[src/rtl/xilly_accel_pkg.sv]
// xilly_accel_pkg
// Shared definitions for the Xillybus <-> accelerator bridge:
//   - byte addresses of the control/status register file
//   - bit positions inside the CTRL register
//   - a byte-lane extraction helper used by the read multiplexer
package xilly_accel_pkg;

  localparam logic [31:0] ADDR_CTRL      = 32'd0;
  localparam logic [31:0] ADDR_SELECT    = 32'd1;
  localparam logic [31:0] ADDR_ACK       = 32'd2;
  localparam logic [31:0] ADDR_IN_BEATS  = 32'd4;
  localparam logic [31:0] ADDR_OUT_BEATS = 32'd8;
  localparam logic [31:0] ADDR_SCRATCH   = 32'd12;

  localparam int CTRL_RESTART_BIT = 0;
  localparam int CTRL_CLEAR_BIT   = 1;

  // Little-endian byte lane of a 32-bit word.
  function automatic logic [7:0] byte_of(input logic [31:0] word, input logic [1:0] lane);
    logic [7:0] b;
    case (lane)
      2'd0:    b = word[7:0];
      2'd1:    b = word[15:8];
      2'd2:    b = word[23:16];
      2'd3:    b = word[31:24];
      default: b = 8'h00;
    endcase
    return b;
  endfunction

endpackage

[src/rtl/xilly_accel_bridge_if.sv]
// xilly_accel_bridge_if
// Bundles every non-clock signal of the bridge: Xillybus mem port, select
// handshake, input FIFO / accelerator input stream, accelerator output /
// output FIFO stream.
//   slave  : the bridge's view
//   master : the surrounding environment's view (Xillybus core + accelerator)
interface xilly_accel_bridge_if #(
  parameter int ADDR_W = 5,
  parameter int PIX_W  = 24
);
  logic [ADDR_W-1:0] mem_addr;
  logic              mem_wren;
  logic [7:0]        mem_wdata;
  logic              mem_rden;
  logic [7:0]        mem_rdata;
  logic              accel_reset;
  logic              sel_valid;
  logic              sel_ready;
  logic [7:0]        sel_bits;
  logic              in_fifo_valid;
  logic [31:0]       in_fifo_data;
  logic              in_fifo_rd;
  logic              acc_in_valid;
  logic              acc_in_ready;
  logic [PIX_W-1:0]  acc_in_bits;
  logic              acc_out_valid;
  logic              acc_out_ready;
  logic [PIX_W-1:0]  acc_out_bits;
  logic              out_fifo_full;
  logic              out_fifo_wren;
  logic [31:0]       out_fifo_data;

  modport slave (
    input  mem_addr, mem_wren, mem_wdata, mem_rden,
    output mem_rdata,
    output accel_reset,
    output sel_valid, sel_bits,
    input  sel_ready,
    input  in_fifo_valid, in_fifo_data,
    output in_fifo_rd,
    output acc_in_valid, acc_in_bits,
    input  acc_in_ready,
    input  acc_out_valid, acc_out_bits,
    output acc_out_ready,
    input  out_fifo_full,
    output out_fifo_wren, out_fifo_data
  );

  modport master (
    output mem_addr, mem_wren, mem_wdata, mem_rden,
    input  mem_rdata,
    input  accel_reset,
    input  sel_valid, sel_bits,
    output sel_ready,
    output in_fifo_valid, in_fifo_data,
    input  in_fifo_rd,
    input  acc_in_valid, acc_in_bits,
    output acc_in_ready,
    output acc_out_valid, acc_out_bits,
    input  acc_out_ready,
    output out_fifo_full,
    input  out_fifo_wren, out_fifo_data
  );
endinterface

[src/rtl/xilly_beat_counter.sv]
// xilly_beat_counter
// CNT_W-bit wrapping beat counter with synchronous clear and a read snapshot.
// Ports:
//   bus_clk, reset_n : clock, synchronous active-low reset
//   clr              : clear counter (wins over inc)
//   inc              : count one beat
//   snap             : capture the live count into the shadow (low byte read)
//   count_lo         : live count bits [7:0]
//   shadow_hi        : snapshot bits [31:8] (zero beyond CNT_W)
module xilly_beat_counter #(
  parameter int CNT_W = 32
) (
  input  logic        bus_clk,
  input  logic        reset_n,
  input  logic        clr,
  input  logic        inc,
  input  logic        snap,
  output logic [7:0]  count_lo,
  output logic [23:0] shadow_hi
);

  logic [CNT_W-1:0] cnt_r;
  logic [23:0]      shadow_r;
  logic [31:0]      count_full_s;

  assign count_full_s = 32'(cnt_r);
  assign count_lo     = count_full_s[7:0];
  assign shadow_hi    = shadow_r;

  // Beat counter: clear has priority so a same-cycle beat is lost to the clear.
  always_ff @(posedge bus_clk) begin
    if (!reset_n) begin
      cnt_r <= {CNT_W{1'b0}};
    end else if (clr) begin
      cnt_r <= {CNT_W{1'b0}};
    end else if (inc) begin
      cnt_r <= cnt_r + CNT_W'(1);
    end else begin
      cnt_r <= cnt_r;
    end
  end

  // Shadow of the upper bytes, taken when the low byte is read; survives clr.
  always_ff @(posedge bus_clk) begin
    if (!reset_n) begin
      shadow_r <= 24'h000000;
    end else if (snap) begin
      shadow_r <= count_full_s[31:8];
    end else begin
      shadow_r <= shadow_r;
    end
  end

endmodule

[src/rtl/xilly_accel_bridge.sv]
// xilly_accel_bridge
// Control and stream glue between the Xillybus core and an accelerator.
// Ports:
//   bus_clk, reset_n : clock, synchronous active-low reset
//   bus (slave)      : mem register port, select handshake, input stream
//                      (FWFT FIFO -> accelerator), output stream
//                      (accelerator -> FIFO); see xilly_accel_bridge_if
// Register map: 0 CTRL, 1 SELECT, 2 ACK_COUNT, 4..7 IN_BEATS,
// 8..11 OUT_BEATS, 12..15 SCRATCH; all other addresses read 0.
module xilly_accel_bridge
  import xilly_accel_pkg::*;
#(
  parameter int ADDR_W     = 5,
  parameter int PIX_W      = 24,
  parameter int RST_CYCLES = 16,
  parameter int CNT_W      = 32,
  parameter int TAG_OUT    = 1
) (
  input  logic                 bus_clk,
  input  logic                 reset_n,
  xilly_accel_bridge_if.slave  bus
);

  localparam int PULSE_W = $clog2(RST_CYCLES + 1);

  logic [PULSE_W-1:0] pulse_cnt_r;
  logic               sel_pending_r;
  logic [7:0]         select_r;
  logic [7:0]         ack_cnt_r;
  logic [7:0]         rdata_r;
  logic [31:0]        scratch_r;

  logic [31:0] addr_s;
  logic        pulse_active_s;
  logic        pulse_end_s;
  logic        wr_ctrl_s;
  logic        wr_select_s;
  logic        wr_scratch_s;
  logic        restart_s;
  logic        clear_s;
  logic        sel_valid_s;
  logic        handshake_s;
  logic        acc_in_valid_s;
  logic        in_xfer_s;
  logic        acc_out_ready_s;
  logic        out_xfer_s;
  logic        snap_in_s;
  logic        snap_out_s;
  logic [7:0]  in_lo_s;
  logic [23:0] in_shadow_s;
  logic [7:0]  out_lo_s;
  logic [23:0] out_shadow_s;
  logic [7:0]  tag_s;
  logic [7:0]  rd_mux_s;
  logic        unused_s;

  // Address decode, handshake and stream qualification.
  always_comb begin
    addr_s          = 32'(bus.mem_addr);
    pulse_active_s  = (pulse_cnt_r != {PULSE_W{1'b0}});
    wr_ctrl_s       = bus.mem_wren && (addr_s == ADDR_CTRL);
    wr_select_s     = bus.mem_wren && (addr_s == ADDR_SELECT);
    wr_scratch_s    = bus.mem_wren && (addr_s[31:2] == ADDR_SCRATCH[31:2]);
    restart_s       = wr_ctrl_s && bus.mem_wdata[CTRL_RESTART_BIT];
    clear_s         = wr_ctrl_s && bus.mem_wdata[CTRL_CLEAR_BIT];
    // Last active cycle of the pulse, unless a restart extends it.
    pulse_end_s     = (pulse_cnt_r == PULSE_W'(1)) && !restart_s;
    sel_valid_s     = sel_pending_r && !pulse_active_s;
    handshake_s     = sel_valid_s && bus.sel_ready;
    acc_in_valid_s  = bus.in_fifo_valid && !pulse_active_s;
    in_xfer_s       = acc_in_valid_s && bus.acc_in_ready;
    acc_out_ready_s = !bus.out_fifo_full && !pulse_active_s;
    out_xfer_s      = bus.acc_out_valid && acc_out_ready_s;
    snap_in_s       = bus.mem_rden && (addr_s == ADDR_IN_BEATS);
    snap_out_s      = bus.mem_rden && (addr_s == ADDR_OUT_BEATS);
    tag_s           = (TAG_OUT != 0) ? select_r : 8'h00;
  end

  assign bus.accel_reset   = pulse_active_s;
  assign bus.sel_valid     = sel_valid_s;
  assign bus.sel_bits      = select_r;
  assign bus.acc_in_valid  = acc_in_valid_s;
  assign bus.acc_in_bits   = bus.in_fifo_data[PIX_W-1:0];
  assign bus.in_fifo_rd    = in_xfer_s;
  assign bus.acc_out_ready = acc_out_ready_s;
  assign bus.out_fifo_wren = out_xfer_s;
  assign bus.out_fifo_data = {tag_s, 24'h000000} | 32'(bus.acc_out_bits);
  assign bus.mem_rdata     = rdata_r;
  // FIFO bits above PIX_W are intentionally dropped.
  assign unused_s          = ^bus.in_fifo_data;

  // Accelerator reset pulse: loaded in reset and by CTRL restart, counts down to 0.
  always_ff @(posedge bus_clk) begin
    if (!reset_n) begin
      pulse_cnt_r <= PULSE_W'(RST_CYCLES);
    end else if (restart_s) begin
      pulse_cnt_r <= PULSE_W'(RST_CYCLES);
    end else if (pulse_active_s) begin
      pulse_cnt_r <= pulse_cnt_r - PULSE_W'(1);
    end else begin
      pulse_cnt_r <= pulse_cnt_r;
    end
  end

  // SELECT register, pending flag and handshake counter.
  always_ff @(posedge bus_clk) begin
    if (!reset_n) begin
      select_r      <= 8'h00;
      sel_pending_r <= 1'b0;
      ack_cnt_r     <= 8'h00;
    end else begin
      if (wr_select_s) begin
        select_r <= bus.mem_wdata;
      end else begin
        select_r <= select_r;
      end
      // A new SELECT or a freshly reset accelerator needs a (re)issue; this
      // wins over a same-cycle handshake so the new value is still presented.
      if (wr_select_s || pulse_end_s) begin
        sel_pending_r <= 1'b1;
      end else if (handshake_s) begin
        sel_pending_r <= 1'b0;
      end else begin
        sel_pending_r <= sel_pending_r;
      end
      if (handshake_s) begin
        ack_cnt_r <= ack_cnt_r + 8'd1;
      end else begin
        ack_cnt_r <= ack_cnt_r;
      end
    end
  end

  // Scratch register, one byte lane per write.
  always_ff @(posedge bus_clk) begin
    if (!reset_n) begin
      scratch_r <= 32'h00000000;
    end else if (wr_scratch_s) begin
      case (addr_s[1:0])
        2'd0:    scratch_r[7:0]   <= bus.mem_wdata;
        2'd1:    scratch_r[15:8]  <= bus.mem_wdata;
        2'd2:    scratch_r[23:16] <= bus.mem_wdata;
        2'd3:    scratch_r[31:24] <= bus.mem_wdata;
        default: scratch_r        <= scratch_r;
      endcase
    end else begin
      scratch_r <= scratch_r;
    end
  end

  // Read multiplexer over the current (pre-write) register values.
  always_comb begin
    rd_mux_s = 8'h00;
    case (addr_s)
      ADDR_CTRL:              rd_mux_s = {6'b000000, sel_pending_r, pulse_active_s};
      ADDR_SELECT:            rd_mux_s = select_r;
      ADDR_ACK:               rd_mux_s = ack_cnt_r;
      ADDR_IN_BEATS:          rd_mux_s = in_lo_s;
      ADDR_IN_BEATS + 32'd1:  rd_mux_s = in_shadow_s[7:0];
      ADDR_IN_BEATS + 32'd2:  rd_mux_s = in_shadow_s[15:8];
      ADDR_IN_BEATS + 32'd3:  rd_mux_s = in_shadow_s[23:16];
      ADDR_OUT_BEATS:         rd_mux_s = out_lo_s;
      ADDR_OUT_BEATS + 32'd1: rd_mux_s = out_shadow_s[7:0];
      ADDR_OUT_BEATS + 32'd2: rd_mux_s = out_shadow_s[15:8];
      ADDR_OUT_BEATS + 32'd3: rd_mux_s = out_shadow_s[23:16];
      ADDR_SCRATCH,
      ADDR_SCRATCH + 32'd1,
      ADDR_SCRATCH + 32'd2,
      ADDR_SCRATCH + 32'd3:   rd_mux_s = byte_of(scratch_r, addr_s[1:0]);
      default:                rd_mux_s = 8'h00;
    endcase
  end

  // Registered read data: updates only on a read strobe.
  always_ff @(posedge bus_clk) begin
    if (!reset_n) begin
      rdata_r <= 8'h00;
    end else if (bus.mem_rden) begin
      rdata_r <= rd_mux_s;
    end else begin
      rdata_r <= rdata_r;
    end
  end

  xilly_beat_counter #(.CNT_W(CNT_W)) u_in_beats (
    .bus_clk   (bus_clk),
    .reset_n   (reset_n),
    .clr       (clear_s),
    .inc       (in_xfer_s),
    .snap      (snap_in_s),
    .count_lo  (in_lo_s),
    .shadow_hi (in_shadow_s)
  );

  xilly_beat_counter #(.CNT_W(CNT_W)) u_out_beats (
    .bus_clk   (bus_clk),
    .reset_n   (reset_n),
    .clr       (clear_s),
    .inc       (out_xfer_s),
    .snap      (snap_out_s),
    .count_lo  (out_lo_s),
    .shadow_hi (out_shadow_s)
  );

endmodule

[src/flat_wrapper.sv]
// flat-port wrapper written by rule: the top's interface ports become plain ports
module xilly_accel_bridge_flat import xilly_accel_pkg::*;
#(
  parameter int ADDR_W     = 5,
  parameter int PIX_W      = 24,
  parameter int RST_CYCLES = 16,
  parameter int CNT_W      = 32,
  parameter int TAG_OUT    = 1
)
  (bus_clk, reset_n, bus_mem_addr, bus_mem_wren, bus_mem_wdata, bus_mem_rden, bus_mem_rdata, bus_accel_reset, bus_sel_valid, bus_sel_bits, bus_sel_ready, bus_in_fifo_valid, bus_in_fifo_data, bus_in_fifo_rd, bus_acc_in_valid, bus_acc_in_bits, bus_acc_in_ready, bus_acc_out_valid, bus_acc_out_bits, bus_acc_out_ready, bus_out_fifo_full, bus_out_fifo_wren, bus_out_fifo_data);
  xilly_accel_bridge_if #(.ADDR_W(ADDR_W), .PIX_W(PIX_W)) bus_i ();
  input  logic bus_clk;
  input  logic reset_n;
  input wire logic [$bits(bus_i.mem_addr)-1:0] bus_mem_addr;
  input wire logic [$bits(bus_i.mem_wren)-1:0] bus_mem_wren;
  input wire logic [$bits(bus_i.mem_wdata)-1:0] bus_mem_wdata;
  input wire logic [$bits(bus_i.mem_rden)-1:0] bus_mem_rden;
  output wire logic [$bits(bus_i.mem_rdata)-1:0] bus_mem_rdata;
  output wire logic [$bits(bus_i.accel_reset)-1:0] bus_accel_reset;
  output wire logic [$bits(bus_i.sel_valid)-1:0] bus_sel_valid;
  output wire logic [$bits(bus_i.sel_bits)-1:0] bus_sel_bits;
  input wire logic [$bits(bus_i.sel_ready)-1:0] bus_sel_ready;
  input wire logic [$bits(bus_i.in_fifo_valid)-1:0] bus_in_fifo_valid;
  input wire logic [$bits(bus_i.in_fifo_data)-1:0] bus_in_fifo_data;
  output wire logic [$bits(bus_i.in_fifo_rd)-1:0] bus_in_fifo_rd;
  output wire logic [$bits(bus_i.acc_in_valid)-1:0] bus_acc_in_valid;
  output wire logic [$bits(bus_i.acc_in_bits)-1:0] bus_acc_in_bits;
  input wire logic [$bits(bus_i.acc_in_ready)-1:0] bus_acc_in_ready;
  input wire logic [$bits(bus_i.acc_out_valid)-1:0] bus_acc_out_valid;
  input wire logic [$bits(bus_i.acc_out_bits)-1:0] bus_acc_out_bits;
  output wire logic [$bits(bus_i.acc_out_ready)-1:0] bus_acc_out_ready;
  input wire logic [$bits(bus_i.out_fifo_full)-1:0] bus_out_fifo_full;
  output wire logic [$bits(bus_i.out_fifo_wren)-1:0] bus_out_fifo_wren;
  output wire logic [$bits(bus_i.out_fifo_data)-1:0] bus_out_fifo_data;
  assign bus_i.mem_addr = bus_mem_addr;
  assign bus_i.mem_wren = bus_mem_wren;
  assign bus_i.mem_wdata = bus_mem_wdata;
  assign bus_i.mem_rden = bus_mem_rden;
  assign bus_mem_rdata = bus_i.mem_rdata;
  assign bus_accel_reset = bus_i.accel_reset;
  assign bus_sel_valid = bus_i.sel_valid;
  assign bus_sel_bits = bus_i.sel_bits;
  assign bus_i.sel_ready = bus_sel_ready;
  assign bus_i.in_fifo_valid = bus_in_fifo_valid;
  assign bus_i.in_fifo_data = bus_in_fifo_data;
  assign bus_in_fifo_rd = bus_i.in_fifo_rd;
  assign bus_acc_in_valid = bus_i.acc_in_valid;
  assign bus_acc_in_bits = bus_i.acc_in_bits;
  assign bus_i.acc_in_ready = bus_acc_in_ready;
  assign bus_i.acc_out_valid = bus_acc_out_valid;
  assign bus_i.acc_out_bits = bus_acc_out_bits;
  assign bus_acc_out_ready = bus_i.acc_out_ready;
  assign bus_i.out_fifo_full = bus_out_fifo_full;
  assign bus_out_fifo_wren = bus_i.out_fifo_wren;
  assign bus_out_fifo_data = bus_i.out_fifo_data;
  xilly_accel_bridge #(.ADDR_W(ADDR_W), .PIX_W(PIX_W), .RST_CYCLES(RST_CYCLES), .CNT_W(CNT_W), .TAG_OUT(TAG_OUT)) u_core (.bus_clk(bus_clk), .reset_n(reset_n), .bus(bus_i));
endmodule
[config.mk]
export PLATFORM = sky130hd
export DESIGN_NAME = xilly_accel_bridge_flat
export DESIGN_NICKNAME = d
export VERILOG_FILES = /design/src/rtl/xilly_accel_pkg.sv /design/src/rtl/xilly_accel_bridge_if.sv /design/src/rtl/xilly_beat_counter.sv /design/src/rtl/xilly_accel_bridge.sv /design/src/flat_wrapper.sv
export SDC_FILE = /design/constraint.sdc
export NUM_CORES = 1
export LEC_CHECK = 0
export ABC_AREA = 1
export CAP_MARGIN = 20
export CORE_MARGIN = 2
export CORE_UTILIZATION = 30
export CTS_CLUSTER_DIAMETER = 80
export DETAILED_ROUTE_END_ITERATION = 16
export HOLD_SLACK_MARGIN = 0.06
export PLACE_DENSITY = 0.48
export SLEW_MARGIN = 20
export SYNTH_ARGS = -nofsm -noshare
export SYNTH_HDL_FRONTEND = slang
export SYNTH_HIERARCHICAL = 1
export SYNTH_SLANG_ARGS = --single-unit
export TNS_END_PERCENT = 1
[constraint.sdc]
create_clock -name bus_clk -period 3.4 [get_ports bus_clk]
set_clock_uncertainty 0.2 [all_clocks]
set_input_delay 0.34 -clock bus_clk [delete_from_list [all_inputs] [get_ports bus_clk]]
set_output_delay 0.34 -clock bus_clk [all_outputs]
set_load 0.01 [all_outputs]
==> metrics.md, run 1 <==
| Metric | Value |
|---|---|
| Ys Warns | 6 |
| H-tree depth | 4 |
| Initial Util | 0.306 |
| Total global routing overflow | 0 |
| Crit path time final | a little over 3000 ps |
| Yosys reg bits | ~170 |
| R2R setup slack | about 760 ps |
| Tcrit/Tclk final | 0.908 |
| Initial DRC Count | approximately 530 |
| Top cells by area, synth | dfxtp_1 38%, nand2_1 13%, nor2_1 9.2%, buf_4 6.2%, a21oi_1 5.6% |
| Post-synth EDFFs | 0 |
| Static Leak | between 4 and 5 nW |
| PwrDens | between 400 and 500 nW/um2 |
| CP arrival | 2550 ps |
| CTS tree | built |
| Synth-to-Final Area Change | 11.5% |
| Final core occ | 0.342 |
| Setup-failing EPs final | 0 |
| WP data required | 2860 ps |
| Crit start category | flop |
| Final nets | ~1.4k |
| Post-synth top flop | dfxtp_1 |
| RSZ-0062 raised after global routing | false |
| CTS buffer count | 17 |
| Die span in y | around 180 um |
| DIE AREA | 31900 um2 |
| Critical Path Sink Type | primary output |
| Drt first pass iters | 5 |
| Syn avg cell area | between 6 and 7 um2 |
| Placeable Area | about 30000 um2 |
| Setup TNS | 0 ps |
| First-pass GRT wire length | 41400 um |
| Hold Vio Cnt, Final | 0 |
| Seq/Total Area, Yosys | 0.381 |
| Root buf cell | clkbuf_16 |
| Routed WL | roughly 26000 um |
| Antenna Nets Post-Route | 0 |
| Post-synth top cells | 323 x nand2_1, 224 x nor2_1, 174 x dfxtp_1, 103 x a21oi_1, 100 x o21ai_0 |
| Critical path class | flop to primary output |
| MaxCap Viol Count | 0 |
| Area of the mapped netlist | 9150 um2 |
| Ys async rst share | 0 |
| Die W | about 180 um |
| Max incr delay on CP | 550 ps |
| Layout cells sized above 1 | 0.110 |
| CP max FO | 10 |
| Fillers | about 3.3k |
| Boundary pin count | between 150 and 200 |
| Worst path cell trace | inv_1 -> ha_1 -> inv_1 -> nor2_1 -> nand2_2 -> nor3b_1 -> buf_4 -> clkdlybuf4s50_1 |
| Netlist cell types | 38 |
| Status | finished clean |
| Worst slew pin tran | between 700 and 800 ps |
| Top-count cell post-synth | nand2_1 |
| Vias in the first global route | about 7.5k |
| Max Clk Rate | roughly 320 MHz |
| # diodes | 0 |
| Initial antenna violation count | 1 |
| Via count | between 8k and 9k |
| Yosys top cell by area | dfxtp_1 |
| Synth Instances | 1353 |
| GR Util All Layers | 0.168 |
| WL/cell | ~15 um |
| Clk_lat worst skew | about 440 ps |
| GPL Wtd Cong | approximately 0.8 |
| Hold Crit Class | input pin to flop |
| Row Count | 63 |
| Syn Nets | roughly 1.4k |
| CTS max path bufs | 2 |
| Slew margin rel. | 0.472 |
| Clock transition at the registers of the reported paths | around 70 ps |
| Max-slew violations | 0 |
| IO buf count | a little over 50 |
| Most used cell, CP | inv_1 |
| Worst vdd ir | around 350 uV |
| Number of sinks on the clock net | ~170 |
| Post-CTS Setup Bufs | 0 |
| Yosys top cell area share | 0.381 |
| Slowest-stage cell, CP | clkdlybuf4s50_1 |
| Vias per cell | between 4 and 5 |
| DRC viols | 0 |
| Largest net degree at the start of global routing | 71 |
| Hpwl dp | a little under 20000 um |
-- logic make-up (layout without fill, tap and decap cells) --
kind of cell,after synthesis,count (layout),synth area share
flip-flops,174,174,0.381
AO/OA/AOI/OAI,222,222,0.124
AND/OR/NAND/NOR,731,731,0.360
adder cells (fa/ha/maj),6,6,0.00820
buffers and inverters,213,207,0.121
XOR/XNOR,7,7,0.00670
-- state kept, by name, summed over array words and instances, names as in the netlist --
name / cells
u_core/pulse_cnt_r: 5
u_core/bus.sel_bits: 8
u_core/scratch_r: 32
u_core/u_out_beats/shadow_hi: 24
u_core/sel_pending_r: 1
u_core/u_in_beats/cnt_r: 32
u_core/u_in_beats/shadow_hi: 24
u_core/ack_cnt_r: 8
u_core/bus.mem_rdata: 8
u_core/u_out_beats/cnt_r: 32
-- cells in the final DEF, fill, tap and decap left out, drive strengths merged, types with 3 or more instances in the layout --
| master | instances |
|---|---|
| dfxtp | 174 |
| clkdlybuf4s50 | 50 |
| nand3 | 67 |
| o21ai | 109 |
| nor3 | 10 |
| nand3b | 3 |
| nand2 | 338 |
| clkinv | 7 |
| nor2 | 282 |
| ha | 6 |
| clkbuf | 17 |
| nand4 | 22 |
| a211oi | 3 |
| inv | 116 |
| buf | 16 |
| nor3b | 5 |
| a21oi | 104 |
| xnor2 | 6 |
-- worst max-delay path, delay by kind of cell, from the launching register on --
kind,cells,cell delay [ps]
buffers and inverters,4,940
adders and majority gates,1,170
and+or+nand+nor,3,690
DFF,1,310
-- power by group --
group | total, mW | internal (mW) | switching (mW)
Sequential | 2.11 | 2.08 | 0.0330
Combinational | 0.386 | 0.140 | 0.246
Clock | 2.06 | 1.07 | 0.988
Total | 4.56 | 3.29 | 1.27
-- stage by stage --
step / hold slack, ps / cell area, um2 / instances / power [mW] / setup slack [ps]
6_report: 80.2 / 10200 / 1737 / 4.56 / 314
5_1_grt: 107 / 10200 / 1737 / 4.74 / 97.2
4_1_cts: 67.0 / 10200 / 1737 / 4.61 / 24.4
3_5_place_dp: 246 / 9580 / 1705 / 2.55 / 490
3_3_place_gp: 241 / 9580 / 1705 / 2.54 / 507
2_1_floorplan: 230 / 9150 / 1353 / 2.45 / 633
-- metal layers --
metal  vias to the layer above  routed length [um]  global-route usage
li1                       4234                   -                   -
met1                      3740               13300               0.238
met2                       149               11300               0.263
met3                        23                1050              0.0291
met4                         0                 401              0.0467
met5                         -                   0                   0
-- layout make-up --
| class | instances | area [um2] | share of cell area |
|---|---|---|---|
| Multi-Input combinational cell | 966 | 4580 | 0.449 |
| Sequential cell | 174 | 3480 | 0.341 |
| Timing Repair Buffer | 66 | 618 | 0.0606 |
| Tap cell | 390 | 488 | 0.0478 |
| Clock buffer | 17 | 425 | 0.0417 |
| Inverter | 109 | 414 | 0.0406 |
| Clock inverter | 15 | 195 | 0.0191 |
-- repair_timing --
item,CTS,global route
endpoints found under the hold margin,0,0
hold buffers,0,0
resized for setup,0,1
setup endpoints to repair,0,3
-- final timing paths --
| path | endpoint | cells after the start | startpoint |
|---|---|---|---|
| hold / removal | u_core/pulse_cnt_r[4] | 2 | reset_n |
| setup reg to reg | u_core/u_out_beats/cnt_r[28] | 14 | u_core/pulse_cnt_r[0] |
| setup / recovery | bus_out_fifo_wren | 8 | u_core/pulse_cnt_r[0] |
| hold reg to reg | u_core/scratch_r[18] | 2 | u_core/scratch_r[18] |
No activity file was read; power rests on OpenSTA's default activity.
==> inputs of run 2 (changes only) <==
--- a/config.mk
+++ b/config.mk
@@ -7,12 +7,14 @@
 export LEC_CHECK = 0
 export ABC_AREA = 1
 export CAP_MARGIN = 20
+export CELL_PAD_IN_SITES_DETAIL_PLACEMENT = 1
+export CELL_PAD_IN_SITES_GLOBAL_PLACEMENT = 2
 export CORE_MARGIN = 2
-export CORE_UTILIZATION = 30
+export CORE_UTILIZATION = 29
 export CTS_CLUSTER_DIAMETER = 80
 export DETAILED_ROUTE_END_ITERATION = 16
 export HOLD_SLACK_MARGIN = 0.06
-export PLACE_DENSITY = 0.48
+export PLACE_DENSITY = 0.78
 export SLEW_MARGIN = 20
 export SYNTH_ARGS = -nofsm -noshare
 export SYNTH_HDL_FRONTEND = slang
==> constraint.sdc (replaced) <==
create_clock -name bus_clk -period 3.3 [get_ports bus_clk]
set_clock_uncertainty 0.2 [all_clocks]
set_input_delay 0.33 -clock bus_clk [delete_from_list [all_inputs] [get_ports bus_clk]]
set_output_delay 0.33 -clock bus_clk [all_outputs]
set_load 0.01 [all_outputs]
==> metrics.md, run 2 (synthesized netlist as in run 1, its figures left out) <==
| Metric | Value |
|---|---|
| Initial DRC Count | around 440 |
| Routed WL | around 28000 um |
| Synth-to-Final Area Change | 11.3% |
| WL/cell | 16.1 um |
| Post-CTS Setup Bufs | 0 |
| Critical Path Sink Type | primary output |
| CP arrival | approximately 2600 ps |
| Worst vdd ir | ~350 uV |
| IO buf count | 51 |
| CTS max path bufs | 2 |
| Slew margin rel. | 0.453 |
| PwrDens | approximately 450 nW/um2 |
| Number of sinks on the clock net | approximately 170 |
| Hpwl dp | between 20000 and 25000 um |
| Initial Util | 0.292 |
| DRC viols | 0 |
| Row Count | 65 |
| Biggest regs | u_core/scratch_r: 32 flops, u_core/u_in_beats/cnt_r: 32 flops, u_core/u_out_beats/cnt_r: 32 flops |
| Setup TNS | 0 ps |
| GPL Wtd Cong | around 0.8 |
| Final std cell area, no fill | between 10000 and 15000 um2 |
| Most common cell after layout, fill and taps aside | nand2_1 |
| CTS buffer count | 17 |
| Critical path class | flop to primary output |
| Placed cell count | around 1.7k |
| CTS resizes | 0 |
| CP max FO | 7 |
| Crit start category | flop |
| RSZ-0062 raised after global routing | false |
| Final core occ | 0.325 |
| WP data required | roughly 2800 ps |
| Most frequent cells in the layout | 323 x nand2_1, 224 x nor2_1, 174 x dfxtp_1 |
| Drt first pass iters | 5 |
| Tcrit/Tclk final | 0.937 |
| First-pass GRT wire length | 45200 um |
| Layout cells sized above 1 | 0.111 |
| Vias in the first global route | 8246 |
| RR Startpoint | u_core/pulse_cnt_r[0] |
| RR Endpoint | u_core/u_out_beats/cnt_r[29] |
| Die span in y | 182 um |
| H-tree depth | 4 |
| Crit path time final | around 3100 ps |
| Static Leak | between 4 and 5 nW |
| Max Clk Rate | roughly 320 MHz |
| Via count | slightly above 8k |
| Largest net degree at the start of global routing | between 40 and 50 |
| Placeable Area | about 31000 um2 |
| Final nets | 1421 |
| Hold-fix buffers at CTS | 0 |
| Vias per cell | approximately 4.7 |
| Clock transition at the registers of the reported paths | roughly 60 ps |
| Total global routing overflow | 0 |
| GR Util All Layers | 0.174 |
| Die W | 182 um |
| Worst Reg2Reg Path Length in Cells | 15 |
| Max-slew violations | 0 |
| Setup-failing EPs final | 0 |
| # diodes | 0 |
| Setup crit start | u_core/pulse_cnt_r[0] |
| CP endpoint | bus_in_fifo_rd |
| Root buf cell | clkbuf_16 |
| Worst slew pin tran | 819 ps |
| CTS tree | built |
| DIE AREA | ~33000 um2 |
| Post-place setup slack | roughly 360 ps |
| Hold Crit Class | input pin to flop |
| Antenna Nets Post-Route | 0 |
| Final Non-Filler Cells | 1752 |
| Placed cell areas | between 9000 and 10000 um2 |
| R2R setup slack | approximately 600 ps |
| Fin worst setup slack | 209 ps |
| Clk_lat worst skew | about 440 ps |
| Initial antenna violation count | 0 |
| Hold Vio Cnt, Final | 0 |
| Boundary pin count | about 160 |
| MaxCap Viol Count | 0 |
| Status | finished clean |
==> run 2: cell types whose count changed in the layout (fill, tap and decap cells not counted) <==
cell | previous run | this run
clkinv_2 | 0 | 2
buf_4 | 15 | 18
clkinvlp_4 | 0 | 1
clkinv_8 | 4 | 0
inv_8 | 5 | 2
nand2_2 | 16 | 15
nand2_1 | 322 | 323
clkinv_4 | 2 | 1
inv_6 | 3 | 8
==> run 2: stage by stage <==
| step | hold WS (ps) | power, mW |
|---|---|---|
| 2_1_floorplan | 230 | 2.53 |
| 3_5_place_dp | 252 | 2.63 |
| 4_1_cts | 143 | 4.69 |
| 5_1_grt | 170 | 4.83 |
| 6_report | 171 | 4.61 |
| 3_3_place_gp | 241 | 2.62 |
==> run 2: worst min path at each step <==
stage | startpoint | to | slack, ps | depth (start not counted)
floorplan | u_core/scratch_r[18] | u_core/scratch_r[18] | 230 | 2
global placement | u_core/scratch_r[23] | u_core/scratch_r[23] | 240 | 2
detailed placement | u_core/scratch_r[18] | u_core/scratch_r[18] | 250 | 2
CTS | reset_n | u_core/pulse_cnt_r[4] | 140 | 3
global route | reset_n | u_core/pulse_cnt_r[4] | 170 | 3
finish | reset_n | u_core/pulse_cnt_r[4] | 170 | 3
==> run 2: power breakdown <==
group | leakage, nW | internal [mW] | switching (mW)
registers | 1.40 | 2.15 | 0.0357
clock network | 0.284 | 1.07 | 0.960
logic | 2.37 | 0.145 | 0.254
total | 4.06 | 3.36 | 1.25
==> run 2: routing by layer <==
metal,up-vias,track usage,part of all wire,routed length [um]
li1,4228,-,-,-
met3,17,0.0263,0.028,789
met2,101,0.285,0.46,13000
met5,-,0,0,0
met1,3937,0.238,0.50,14000
met4,0,0.0462,0.012,340
==> run 2: cell type report <==
cell class,count,area (um2)
Clock buffer,17,425
Clock inverter,15,149
Fill cell,3954,21100
Inverter,109,414
Multi-Input combinational cell,966,4580
Sequential cell,174,3480
Tap cell,402,503
Timing Repair Buffer,69,641
==> run 2: worst max-delay path, stage by stage (launching register included) <==
cell             delay (ps)
dfxtp_1                 320
inv_1                   130
ha_1                    160
inv_1                    50
nor2_1                  110
nand2_1                 290
nor3b_1                 290
buf_4                   210
clkdlybuf4s50_1         560
